[config.mk]
export PLATFORM = sky130hd
export DESIGN_NAME = alu_arbiter
export DESIGN_NICKNAME = d
export VERILOG_FILES = /design/src/rtl/alu_arbiter.sv
export SDC_FILE = /design/constraint.sdc
export NUM_CORES = 1
export LEC_CHECK = 0
export CORE_ASPECT_RATIO = 1.2
export CORE_UTILIZATION = 39
export CTS_CLUSTER_SIZE = 25
export DETAILED_ROUTE_END_ITERATION = 10
export HOLD_SLACK_MARGIN = 0.12
export PLACE_DENSITY = 0.8
export SYNTH_ARGS = -nofsm -noshare
export SYNTH_HDL_FRONTEND = slang
export SYNTH_SLANG_ARGS = --single-unit
export TNS_END_PERCENT = 20
[constraint.sdc]
create_clock -name clk -period 1.7 [get_ports clk]
set_input_delay 0.17 -clock clk [delete_from_list [all_inputs] [get_ports clk]]
set_output_delay 0.17 -clock clk [all_outputs]
set_load 0.03 [all_outputs]
[src/rtl/alu_arbiter.sv]
// ============================================================================
// Module   : alu_arbiter
// Brief    : Two-requester front end for a shared combinational 8-bit ALU.
//            One operation in flight: IDLE -> EXEC -> RESP -> IDLE.
//            Optional feature macro ALU_ARB_RR_EN selects round-robin
//            arbitration; when undefined, req0 has fixed priority.
// Revision : 1.0 - initial release
// ============================================================================
`default_nettype none

module alu_arbiter (
  input  logic       clk,
  input  logic       rst_n,
  // requester 0
  input  logic       req0_valid_i,
  output logic       req0_ready_o,
  input  logic [3:0] req0_func_i,
  input  logic [7:0] req0_a_i,
  input  logic [7:0] req0_b_i,
  // requester 1
  input  logic       req1_valid_i,
  output logic       req1_ready_o,
  input  logic [3:0] req1_func_i,
  input  logic [7:0] req1_a_i,
  input  logic [7:0] req1_b_i,
  // ALU side
  output logic [3:0] alu_func_o,
  output logic [7:0] alu_a_o,
  output logic [7:0] alu_b_o,
  input  logic [7:0] alu_res_i,
  input  logic       alu_zf_i,
  input  logic       alu_of_i,
  input  logic       alu_cf_i,
  input  logic       alu_sf_i,
  // response
  output logic       rsp_valid_o,
  input  logic       rsp_ready_i,
  output logic       rsp_id_o,
  output logic [7:0] rsp_res_o,
  output logic [3:0] rsp_flags_o,
  output logic       busy_o
);

  typedef enum logic [1:0] {
    S_IDLE = 2'd0,
    S_EXEC = 2'd1,
    S_RESP = 2'd2
  } state_e;

  state_e     state_q;
  logic [3:0] alu_func_q;
  logic [7:0] alu_a_q;
  logic [7:0] alu_b_q;
  logic       rsp_valid_q;
  logic       rsp_id_q;
  logic [7:0] rsp_res_q;
  logic [3:0] rsp_flags_q;
`ifdef ALU_ARB_RR_EN
  logic       last_grant_q;
`endif

  logic       grant_d;
  logic       w_any_valid;
  logic       w_handshake;
  logic       w_flag_upd;
  logic [3:0] w_sel_func;
  logic [7:0] w_sel_a;
  logic [7:0] w_sel_b;

  assign w_any_valid = req0_valid_i | req1_valid_i;
  assign w_handshake = (state_q == S_IDLE) && w_any_valid;

  // Arbitration: a lone requester always wins; contention resolved by policy.
  always_comb begin
    grant_d = 1'b0;
    if (req1_valid_i && !req0_valid_i) begin
      grant_d = 1'b1;
    end else if (req1_valid_i && req0_valid_i) begin
`ifdef ALU_ARB_RR_EN
      grant_d = ~last_grant_q;
`else
      grant_d = 1'b0;
`endif
    end
  end

  // Ready is offered only in IDLE and only to the granted requester.
  assign req0_ready_o = (state_q == S_IDLE) && req0_valid_i && !grant_d;
  assign req1_ready_o = (state_q == S_IDLE) && req1_valid_i &&  grant_d;

  assign w_sel_func = grant_d ? req1_func_i : req0_func_i;
  assign w_sel_a    = grant_d ? req1_a_i    : req0_a_i;
  assign w_sel_b    = grant_d ? req1_b_i    : req0_b_i;

  // No-op (0), pass-B (6) and pass-A (8) leave the flag register untouched.
  always_comb begin
    w_flag_upd = 1'b1;
    case (alu_func_q)
      4'd0, 4'd6, 4'd8: w_flag_upd = 1'b0;
      default:          w_flag_upd = 1'b1;
    endcase
  end

  // Control FSM with all outputs registered.
  always_ff @(posedge clk or negedge rst_n) begin
    if (!rst_n) begin
      state_q      <= S_IDLE;
      alu_func_q   <= 4'd0;
      alu_a_q      <= 8'h00;
      alu_b_q      <= 8'h00;
      rsp_valid_q  <= 1'b0;
      rsp_id_q     <= 1'b0;
      rsp_res_q    <= 8'h00;
      rsp_flags_q  <= 4'b0000;
`ifdef ALU_ARB_RR_EN
      last_grant_q <= 1'b1;
`endif
    end else begin
      case (state_q)
        S_IDLE: begin
          if (w_handshake) begin
            alu_func_q   <= w_sel_func;
            alu_a_q      <= w_sel_a;
            alu_b_q      <= w_sel_b;
            rsp_id_q     <= grant_d;
`ifdef ALU_ARB_RR_EN
            last_grant_q <= grant_d;
`endif
            state_q      <= S_EXEC;
          end
        end
        S_EXEC: begin
          rsp_res_q <= alu_res_i;
          if (w_flag_upd) begin
            rsp_flags_q <= {alu_zf_i, alu_of_i, alu_cf_i, alu_sf_i};
          end
          // ALU goes back to no-op; operands are kept.
          alu_func_q  <= 4'd0;
          rsp_valid_q <= 1'b1;
          state_q     <= S_RESP;
        end
        S_RESP: begin
          if (rsp_ready_i) begin
            rsp_valid_q <= 1'b0;
            state_q     <= S_IDLE;
          end
        end
        default: begin
          state_q     <= S_IDLE;
          alu_func_q  <= 4'd0;
          rsp_valid_q <= 1'b0;
        end
      endcase
    end
  end

  assign alu_func_o  = alu_func_q;
  assign alu_a_o     = alu_a_q;
  assign alu_b_o     = alu_b_q;
  assign rsp_valid_o = rsp_valid_q;
  assign rsp_id_o    = rsp_id_q;
  assign rsp_res_o   = rsp_res_q;
  assign rsp_flags_o = rsp_flags_q;
  assign busy_o      = (state_q != S_IDLE);

endmodule

`default_nettype wire

# Word level (Yosys, flattened, before mapping)
# Index checks and enable logic that the tools add are counted.
# totals
register_bits	36
latch_bits	0
mem_bits_rw	0
rom_bits	0
word_cells	46
n_memories	0
# classes
add_sub_neg	0
mul	0
div	0
order_cmp	0
eq_ne	6
n_shift	0
muxes	11
bitwise	4
reduce_logical	17
# ops
op	n
$mux W8	2
$reduce_and A2 Y1	5
$mux W4	2
$pmux W4 S2	1
$logic_and A1 B1 Y1	6
$pmux W2 S3	1
$eq A4 B3 Y1 const B	1
$eq A4 B4 Y1 const B	1
$logic_not A4 Y1	1
$mux W2	2
$ne A2 B2 Y1 const B	2
$not A1 Y1	3
$pmux W1 S3	1
$reduce_or A3 Y1	1
$eq A2 B1 Y1 const B	1
$eq A2 B2 Y1 const B	1
$logic_not A1 Y1	2
$logic_not A2 Y1	1
$mux W1	2
$reduce_bool A2 Y1	1
$or A1 B1 Y1	1

# Depth between registers and ports, before layout
# logic_depth
word_depth	6
mapped_depth	5

# Least setup slack after synthesis
# No wires, ideal clock.
# synth_timing
kind	reg2reg
start	reg state_q[0]
end	reg alu_a_q[0] (netlist: alu_a_o[0])
t_arrival_ns	1.277
t_required_ns	1.575
path_slack_ns	0.298
stages_incl_launch_ff	6
synth_period_minus_slack_ns	1.402
path_cell_list	dfrtp_1 > nor2_2 > o21ai_2 > inv_4 > buf_8 > mux2_4
# synth_between
elab_chain_cells	3
# synth_rtl
element	line	source
from (decl)	50	state_e state_q;
from (signal assigned)	107	state_q <= S_IDLE;
from (signal assigned)	129	state_q <= S_EXEC;
from (signal assigned)	140	state_q <= S_RESP;
$logic_not A2 Y1 *	71, 119	
$logic_and A1 B1 Y1	71	assign w_handshake = (state_q == S_IDLE) && w_any_valid;
$reduce_and A2 Y1 (no source line) *	n/a	
to (signal assigned)	123	alu_a_q <= w_sel_a;
to (decl)	52	logic [7:0] alu_a_q;
# Every way passes the cells marked *; elsewhere a longest branch is shown, timed or not.
# A chain may end at the register's enable or synchronous reset.

# Worst setup path in the final report
# layout_timing
start	reg alu_func_q[2] (netlist: alu_func_o[2])
end	out alu_func_o[2]
# layout_rtl
element	line	source
from (decl)	51	logic [3:0] alu_func_q;
from (signal assigned)	122	alu_func_q <= w_sel_func;
to (decl)	27	output logic [3:0] alu_func_o,
# No word-level cell between the ends.

==> flow_metrics.env <==
export IMPL_status="complete, no violations"
export IMPL_wl_per_cell_um=16.23
export IMPL_path_cells="clkdlybuf4s50_1"
export IMPL_leakagePower_nw=1.241
export IMPL_final_antenna_net_count=0
export IMPL_cp_required_ns=1.53
export IMPL_gr_usage_all_layers_pct=19.11
export IMPL_start_util_pct=40.88
export IMPL_synth_cell_area_mm2=0.001755
export IMPL_fin_crit_ns=1.565
export IMPL_syn_inst=110
export IMPL_port_buffers=93
export IMPL_start_kind="register"
export IMPL_place_hpwl_um=3416
export IMPL_cts_tree="yes"
export IMPL_total_switching_power_mw=2.106
export IMPL_report_final_slew_viol_count=0
export IMPL_grt_start_max_net_pins=37
export IMPL_critPathSlowestCell="clkdlybuf4s50_1"
export IMPL_multi_input_area_um2=799.5
export IMPL_final_net_count=271
export IMPL_slowest_delay_ns=0.71
export IMPL_pwr_share_seq_pct=30.0
export IMPL_antenna_found_initial=0
export IMPL_min_period_over_period_pct=92.06
export IMPL_path_clk_slew_ns=0.06
export IMPL_seqCellArea_um2=900.9
export IMPL_cap_violations=0
export IMPL_fp_dieH_um=75.50
export IMPL_place_congestion=0.8239
export IMPL_rsz0062_at_grt="no"
export IMPL_crit_fanout=4
export IMPL_dr_pass1_iters=4
export IMPL_yosysWarnings=0
export IMPL_die_area_mm2=0.004775
export IMPL_worstSetupEndpointType="output pin"
export IMPL_cts_buffers=5
export IMPL_synth_cell_type_count=24
export IMPL_fin_cells=271
export IMPL_pin_count=94
export IMPL_crit_buf_inv=1
export IMPL_cts_htree_levels=2
export IMPL_setup_violations=0
export IMPL_grt_pass1_vias=1408
export IMPL_finalPower_mw=5.255
export IMPL_cts_root_buf="clkbuf_8"
export IMPL_hold_viol_final=0
export IMPL_core_mm2=0.004294
export IMPL_route_vias_total=1309
export IMPL_wirelength_um=4398
export IMPL_syn_area_per_cell_um2=15.96
export IMPL_ys_seq_area_share_pct=51.32
export IMPL_die_x_um=63.25
export IMPL_hold_path_class="reg -> reg"
export IMPL_syn2layout_area_growth_pct=63.22
export IMPL_syn_nets=167
export IMPL_cp_top_family="buffers and inverters"
export IMPL_clock_power_share_pct=11.5
export IMPL_swShare_pct=40.07
export IMPL_relSlewSlack_pct=47.05
export IMPL_drive_above_1_share_pct=28.84
export IMPL_fmax_mhz=639.0
export IMPL_ys_ff_latch=36
export IMPL_clkSinkCount=36
export IMPL_p_int_mw=3.150
export IMPL_p_comb_share_pct=58.4
export IMPL_final_cell_mix="89 x clkdlybuf4s50_1, 36 x dfrtp_1, 30 x mux2_4"
export IMPL_crit_arrival_ns=1.39
export IMPL_grt_first_pass_wirelength_um=6727
export IMPL_n_antenna_cell=0
export IMPL_rows=26
export IMPL_overflow=0
export IMPL_powerDensity_mw_per_mm2=1834
export IMPL_fillers=339
export IMPL_cts_buffer_depth=2
export IMPL_crit_type="reg -> out"
export IMPL_post_place_cells=262
export IMPL_ir_drop_mv=0.8479
export IMPL_fin_skew_ns=0.003017
export IMPL_via_per_inst=4.830
export IMPL_drc=0
export IMPL_tightest_slew_ns=0.7942
export IMPL_clock_latency_ns=0.28
export IMPL_mostFrequentLayoutCell="clkdlybuf4s50_1"
export IMPL_postCtsSetupBuffers=0
export IMPL_first_iter_violations=37
-- kinds of logic (layout without fill, tap and decap cells) --
logic type             Yosys count  in the layout  synth area share [%]
buffers and inverters            6            111                 3.136
multiplexers                    48             48                 36.92
AND/OR/NAND/NOR                  9              9                 3.493
flip-flops                      36             36                 51.32
AO/OA/AOI/OAI                   11             11                 5.131
-- sequential cells by signal, indices dropped and copies added (netlist names) --
register,count
alu_a_o,8
alu_b_o,8
rsp_res_o,8
alu_func_o,4
rsp_flags_o,4
state_q,2
rsp_id_o,1
rsp_valid_o,1
-- stage by stage --
step           util (%)  TNS, ns  setup slack, ns  hold WS (ns)  area, µm²
4_1_cts           66.72        0           0.1243        0.4898       2865
3_5_place_dp      64.42  -0.2571         -0.04178        0.2975       2766
5_1_grt           66.72        0          0.04502        0.5013       2865
6_report          66.72        0           0.1350        0.4871       2865
3_3_place_gp      64.42  -0.1767         -0.02130        0.2741       2766
2_1_floorplan         -        0           0.2977       -0.1256       1755
-- Yosys cell counts (all sizes together) --
master	instances	share of area (%)
nand4bb	1	0.64
o21ai	2	0.78
o2bb2ai	4	2.0
a21o	1	0.43
mux2	44	35
mux2i	4	2.3
nor2b	2	1.1
nor2	4	1.0
and2	2	0.71
inv	2	0.57
buf	4	2.6
a21oi	1	0.28
dfrtp	36	51
o21ba	1	0.57
o311a	1	0.64
o21a	1	0.43
-- worst register-to-register path, cell delays in order (launching register included) --
cell and delay (ns):
dfrtp_1 0.43, nor2_2 0.25, o21ai_2 0.13, inv_4 0.27
mux2_2 0.38
-- routing by layer --
metal	part of all wire, %	vias to the layer above	track usage [%]
li1	-	603	-
met1	42	647	21.09
met2	52	57	35.48
met3	5.7	2	5.090
met4	0.86	0	7.576
met5	0	-	0
-- final cells by class --
cell class,instances,area share [%]
well taps,56,2.445
multi-input cells,68,27.90
flip-flops and latches,36,31.44
inverters,2,0.3493
repair buffers,101,34.72
clock buffers,8,3.144
-- power by group through the flow --
stage | combinational, mW | sequential, mW | clock (mW)
finish | 3.07 | 1.58 | 0.606
global route | 3.22 | 1.64 | 0.661
CTS | 3.10 | 1.58 | 0.624
detailed placement | 3.10 | 1.59 | 0
global placement | 3.02 | 1.56 | 0
floorplan | 1.05 | 2.38 | 0
-- timing repair --
item                                    in CTS  in global routing
endpoints found under the setup margin       1                  0
resized for setup                            1                  0
hold buffers                                 1                  0
hold endpoints to repair                    36                  0
-- path summary, 6_finish.rpt --
path / startpoint / to / slack [ns] / cells past startpoint
worst max-delay path: alu_func_o[2] / alu_func_o[2] / 0.14 / 1
worst max register to register: state_q[0] / alu_b_o[0] / 0.14 / 4
max in group asynchronous: rst_n / rsp_res_o[3] / 0.68 / 2
worst min-delay path: rsp_flags_o[2] / rsp_flags_o[2] / 0.49 / 1
worst min register to register: rsp_flags_o[2] / rsp_flags_o[2] / 0.49 / 1
min in group asynchronous: rst_n / rsp_res_o[4] / 0.51 / 2
No activity file was read; power rests on OpenSTA's default activity.
==> RTL edit 1: new RTL, same flow settings <==
Make the reset (`rst_n`) synchronous in one clocked block.
--- a/src/rtl/alu_arbiter.sv
+++ b/src/rtl/alu_arbiter.sv
@@ -103,5 +103,5 @@
 
   // Control FSM with all outputs registered.
-  always_ff @(posedge clk or negedge rst_n) begin
+  always_ff @(posedge clk) begin
     if (!rst_n) begin
       state_q      <= S_IDLE;
Check against the original RTL: differs if rst_n is asserted again (counterexample within 4 cycles, from zero or initial values and one cycle with rst_n low); with rst_n held inactive, the same outputs for 10 cycles.
==> RTL edit 1 against the original RTL <==
- wire length rose by 0.16%
- final cell count increased by 23%
- worst setup slack worse by 0.046 ns
- area after synthesis down 5.4%
- sequential cell count unchanged
- design area decreased by 3.0%
- clock skew increased by 0.0015 ns
- via count rose by 25%
- largest cell class unchanged
Power is not compared: it rests on default switching activity, and its combinational part moved more than twofold at a synthesized area within 25%.
==> RTL edit 1: results (changes against the original RTL) <==
- Final nets: 334 (was 271)
- GPL Wtd Cong: 0.715 (was 0.824)
- Routed metal-1 wirelength: 1.73 mm (was 1.83 mm)
- Pin count of the biggest net entering global routing: 18 (was 37)
- First-pass GRT wire length: 7.04 mm (was 6.73 mm)
- Critical path peak fanout: 11 (was 4)
- Post-CTS Resized: 0 (was 1)
- Placement Cell Area: 2680 sq um (was 2770 sq um)
- WL met3: 312 um (was 251 um)
- Status: completed (unchanged)
- Worst EP arrival: 1.44 ns (was 1.39 ns)
- FFs w/ async S/R, synth: 0% (was 100%)
- Metal2 WL: 2.32 mm (was 2.28 mm)
- DP Wirelength: 3.38 mm (was 3.42 mm)
- Synth cell count leaders: 36 x dfxtp_1, 30 x a21oi_1, 28 x nand2_1, 20 x mux2i_1, 10 x a211oi_2 (was 36 x dfrtp_1, 30 x mux2_4, 10 x mux2_2)
- GR Util All Layers: 20.9% (was 19.1%)
- Placed Cells: 324 (was 262)
- Synth unique cells: 29 (was 24)
- Starting DRT DRC Count: 59 (was 37)
- Tightest Pin Transition: 0.443 ns (was 0.794 ns)
- Area of the multi-input gates: 835 sq um (was 800 sq um)
- Via density: 4.92 (was 4.83)
- Routed wire length: 4.41 mm (was 4.40 mm)
- Max Clock Skew: 0.00451 ns (was 0.00302 ns)
- Fillcell total: 362 (was 339)
- Syn_nets: 234 (was 167)
- Mapped Cells: 177 (was 110)
- Hold Path Class: primary input to flip-flop (was flip-flop to flip-flop)
- Share of cells above drive strength 1: 13.7% (was 28.8%)
- Register area share after synthesis: 43.4% (was 51.3%)
- Top post-synthesis cells by area: dfxtp_1 43%, mux2i_1 12%, a21oi_1 9.0% (was dfrtp_1 51%, mux2_4 26%, mux2_2 6.4%)
RTL edit 1: cell types whose count changed after synthesis, moves of 16 or more:
cell / delta
mux2_4: -30
nand2_1: +28
mux2i_1: +16
dfrtp_1: -36
a21oi_1: +29
dfxtp_1: +36
RTL edit 1: logic make-up after synthesis:
group	count (synthesis)	synth area share, %
AND/OR/NAND/NOR	51	15.4
flip-flops	36	43.4
multiplexers	20	12.1
AO/OA/AOI/OAI	53	22.6
buffers and inverters	17	6.48
RTL edit 1: worst max-delay path: stages, from the launching register on:
cell and delay, ns:
dfxtp_1 0.32, nor2_1 0.16, buf_6 0.17, buf_4 0.18, and2_1 0.16, buf_4 0.16
RTL edit 1: cell type report:
cell class / instances / share of cell area, %
clock buffer: 6 / 2.97
clock inverter: 2 / 0.360
inverter: 2 / 0.270
timing repair buffer: 108 / 38.0
multi-input combinational: 124 / 30.0
sequential: 36 / 25.9
tap: 54 / 2.43
RTL edit 1: layer usage:
metal	GRT usage, %	up-vias
met5	0	-
met4	5.68	0
met3	6.34	5
met2	37.6	56
met1	23.3	749
li1	-	825
RTL edit 1: path summary, 6_finish.rpt:
path | startpoint | end | slack [ns] | cells after the start
max reg2reg | state_q[1] | rsp_flags_o[3] | 0.35 | 4
min | alu_res_i[1] | rsp_res_o[1] | 0.43 | 3
min reg2reg | rsp_res_o[4] | rsp_res_o[4] | 0.45 | 2
max | state_q[1] | req0_ready_o | 0.09 | 5
RTL edit 1: metrics by stage:
step	hold slack, ns	power, mW	util [%]	setup WS (ns)
after floorplan	0.306	1.42	-	0.260
after global placement	0.441	1.76	67.0	0.101
after detailed placement	0.446	1.78	67.0	0.0653
after CTS	0.420	2.40	69.3	0.0121
after global routing	0.442	2.50	69.4	0.0112
final	0.428	2.38	69.4	0.0894
==> RTL edit 2: new RTL, same settings <==
Without the edit above. Add a define of `ALU_ARB_RR_EN`.
--- a/src/rtl/alu_arbiter.sv
+++ b/src/rtl/alu_arbiter.sv
@@ -8,4 +8,6 @@
 // ============================================================================
 `default_nettype none
+
+`define ALU_ARB_RR_EN
 
 module alu_arbiter (
Function: changed (Yosys sat finds a counterexample within 4 cycles, from zero or initial values and one cycle with rst_n low).
==> RTL edit 2 against the original RTL <==
- non-clock buffer count up 2
- highest routed layer unchanged
- wire length shrank 1.4%
- power increased by 2.1%
- sequential power rose by 3%
- hold slack about the same
- area after synthesis shrank 2.2%
- core utilization is 1.1 points higher
- die area shrank 2.1%
- sequential share of layout area up 0.86 points
- sequential cell count grew 1
- worst setup slack worse by 0.085 ns
- register-to-register slack worse by 0.02 ns
- design area is 0.17% higher
- global-route usage decreased by 0.061 points
==> RTL edit 2: results (changes against the original RTL) <==
- Status: completed (unchanged)
- Syn_nets: 171 (was 167)
- Via count: 1351 (was 1309)
- CP max-delay cell: dfstp_2 (was clkdlybuf4s50_1)
- DP Wirelength: 3.54 mm (was 3.42 mm)
- Final nets: 276 (was 271)
- GR Util All Layers: 19.1% (about the same)
- Synth cell count leaders: 36 x dfrtp_1, 30 x mux2_2, 14 x mux2_4, 4 x mux2i_1, 4 x o2bb2ai_1 (was 36 x dfrtp_1, 30 x mux2_4, 10 x mux2_2)
- Max VDD drop: 1260 uV (was 848 uV)
- Critical path peak fanout: 7 (was 4)
- Static Leak: 1.25 nW (was 1.24 nW)
- Wire length per cell: 15.7 um (was 16.2 um)
- Max incr delay on CP: 0.55 ns (was 0.71 ns)
- Fillcell total: 335 (was 339)
- Placed Cells: 267 (was 262)
- Hold Path Class: primary input to flip-flop (was flip-flop to flip-flop)
- Max Clock Skew: 0.00193 ns (was 0.00302 ns)
- Share of cells above drive strength 1: 31.4% (was 28.8%)
- Mean Syn Cell Area: 15.1 sq um (was 16.0 sq um)
- Worst EP arrival: 1.48 ns (was 1.39 ns)
- Min-delay src: alu_res_i[0] (was rsp_flags_o[2])
- Register area share after synthesis: 54.0% (was 51.3%)
- Starting DRT DRC Count: 34 (was 37)
- Tightest Pin Transition: 0.792 ns (was 0.794 ns)
- GPL Wtd Cong: 0.784 (was 0.824)
- First-pass GRT wire length: 6.63 mm (was 6.73 mm)
- Vias in the first global route: 1488 (was 1408)
- Drt first pass iters: 7 (was 4)
==> RTL edit 2: cell types whose count changed in the layout (fill, tap and decap cells not counted), sizes merged, moves of 2 or more <==
cell    unedited run  this run
clkbuf             8         5
and2               2         0
buf               10        12
clkinv             0         2
==> RTL edit 2: per-layer routing <==
metal | track usage (%) | vias to the layer above | part of all wire, %
li1 | - | 621 | -
met1 | 17.5 | 678 | 33
met2 | 38.8 | 40 | 61
met3 | 3.48 | 12 | 3.1
met4 | 12.1 | 0 | 3.2
met5 | 0 | - | 0
==> RTL edit 2: final cells by class <==
type,instances,area [sq um],area share [%]
Inverter,2,7.51,0.262
Tap cell,56,70.1,2.44
Timing Repair Buffer,103,1030,35.7
Multi-Input combinational cell,70,753,26.2
Sequential cell,37,927,32.3
Clock inverter,3,17.5,0.610
Clock buffer,5,68.8,2.40
==> RTL edit 2: logic make-up after synthesis <==
| group | share of synthesized area [%] |
|---|---|
| buffers and inverters | 2.62 |
| multiplexers | 34.3 |
| AO/OA/AOI/OAI | 6.56 |
| flip-flops | 54.0 |
| AND/OR/NAND/NOR | 2.55 |
==> RTL edit 2: timing repair <==
item,4_1_cts,5_1_grt
endpoints found under the hold margin,36,0
gates resized for setup,1,2
setup endpoints to repair,1,2
hold buffers,1,0
==> RTL edit 2: power breakdown <==
part | total (mW) | internal, mW | switching, mW
clock network | 0.596 | 0.283 | 0.314
registers | 1.63 | 1.34 | 0.284
logic | 3.14 | 1.56 | 1.58
total | 5.37 | 3.19 | 2.17
==> RTL edit 2: worst max-delay path: cells and delay by family, from the launching register on <==
kind                   cells  cell delay, ns
AND/OR/NAND/NOR            1            0.17
flip-flops                 1            0.55
AO/OA/AOI/OAI              1            0.17
buffers and inverters      2            0.31
==> RTL edit 2: final timing paths <==
path	slack [ns]	to	cells past startpoint
setup / recovery	0.05	req0_ready_o	4
hold / removal	0.49	rsp_res_o[0]	2
setup reg to reg	0.12	alu_a_o[4]	4
hold reg to reg	0.50	rsp_id_o	1
max in group asynchronous	0.69	alu_b_o[0]	2
min in group asynchronous	0.50	alu_b_o[4]	2
==> RTL edit 2: metrics by stage <==
| stage | instance area [sq um] | hold slack [ns] | power, mW | setup WS [ns] | util, % |
|---|---|---|---|---|---|
| 4_1_cts | 2860 | 0.477 | 5.41 | 0.00705 | 67.7 |
| 3_5_place_dp | 2770 | 0.305 | 4.81 | -0.0442 | 65.4 |
| 5_1_grt | 2870 | 0.484 | 5.62 | 0.0141 | 67.9 |
| 3_3_place_gp | 2770 | 0.292 | 4.70 | -0.0223 | 65.4 |
| 6_report | 2870 | 0.487 | 5.37 | 0.0498 | 67.9 |
| 2_1_floorplan | 1720 | -0.126 | 3.42 | 0.0683 | - |
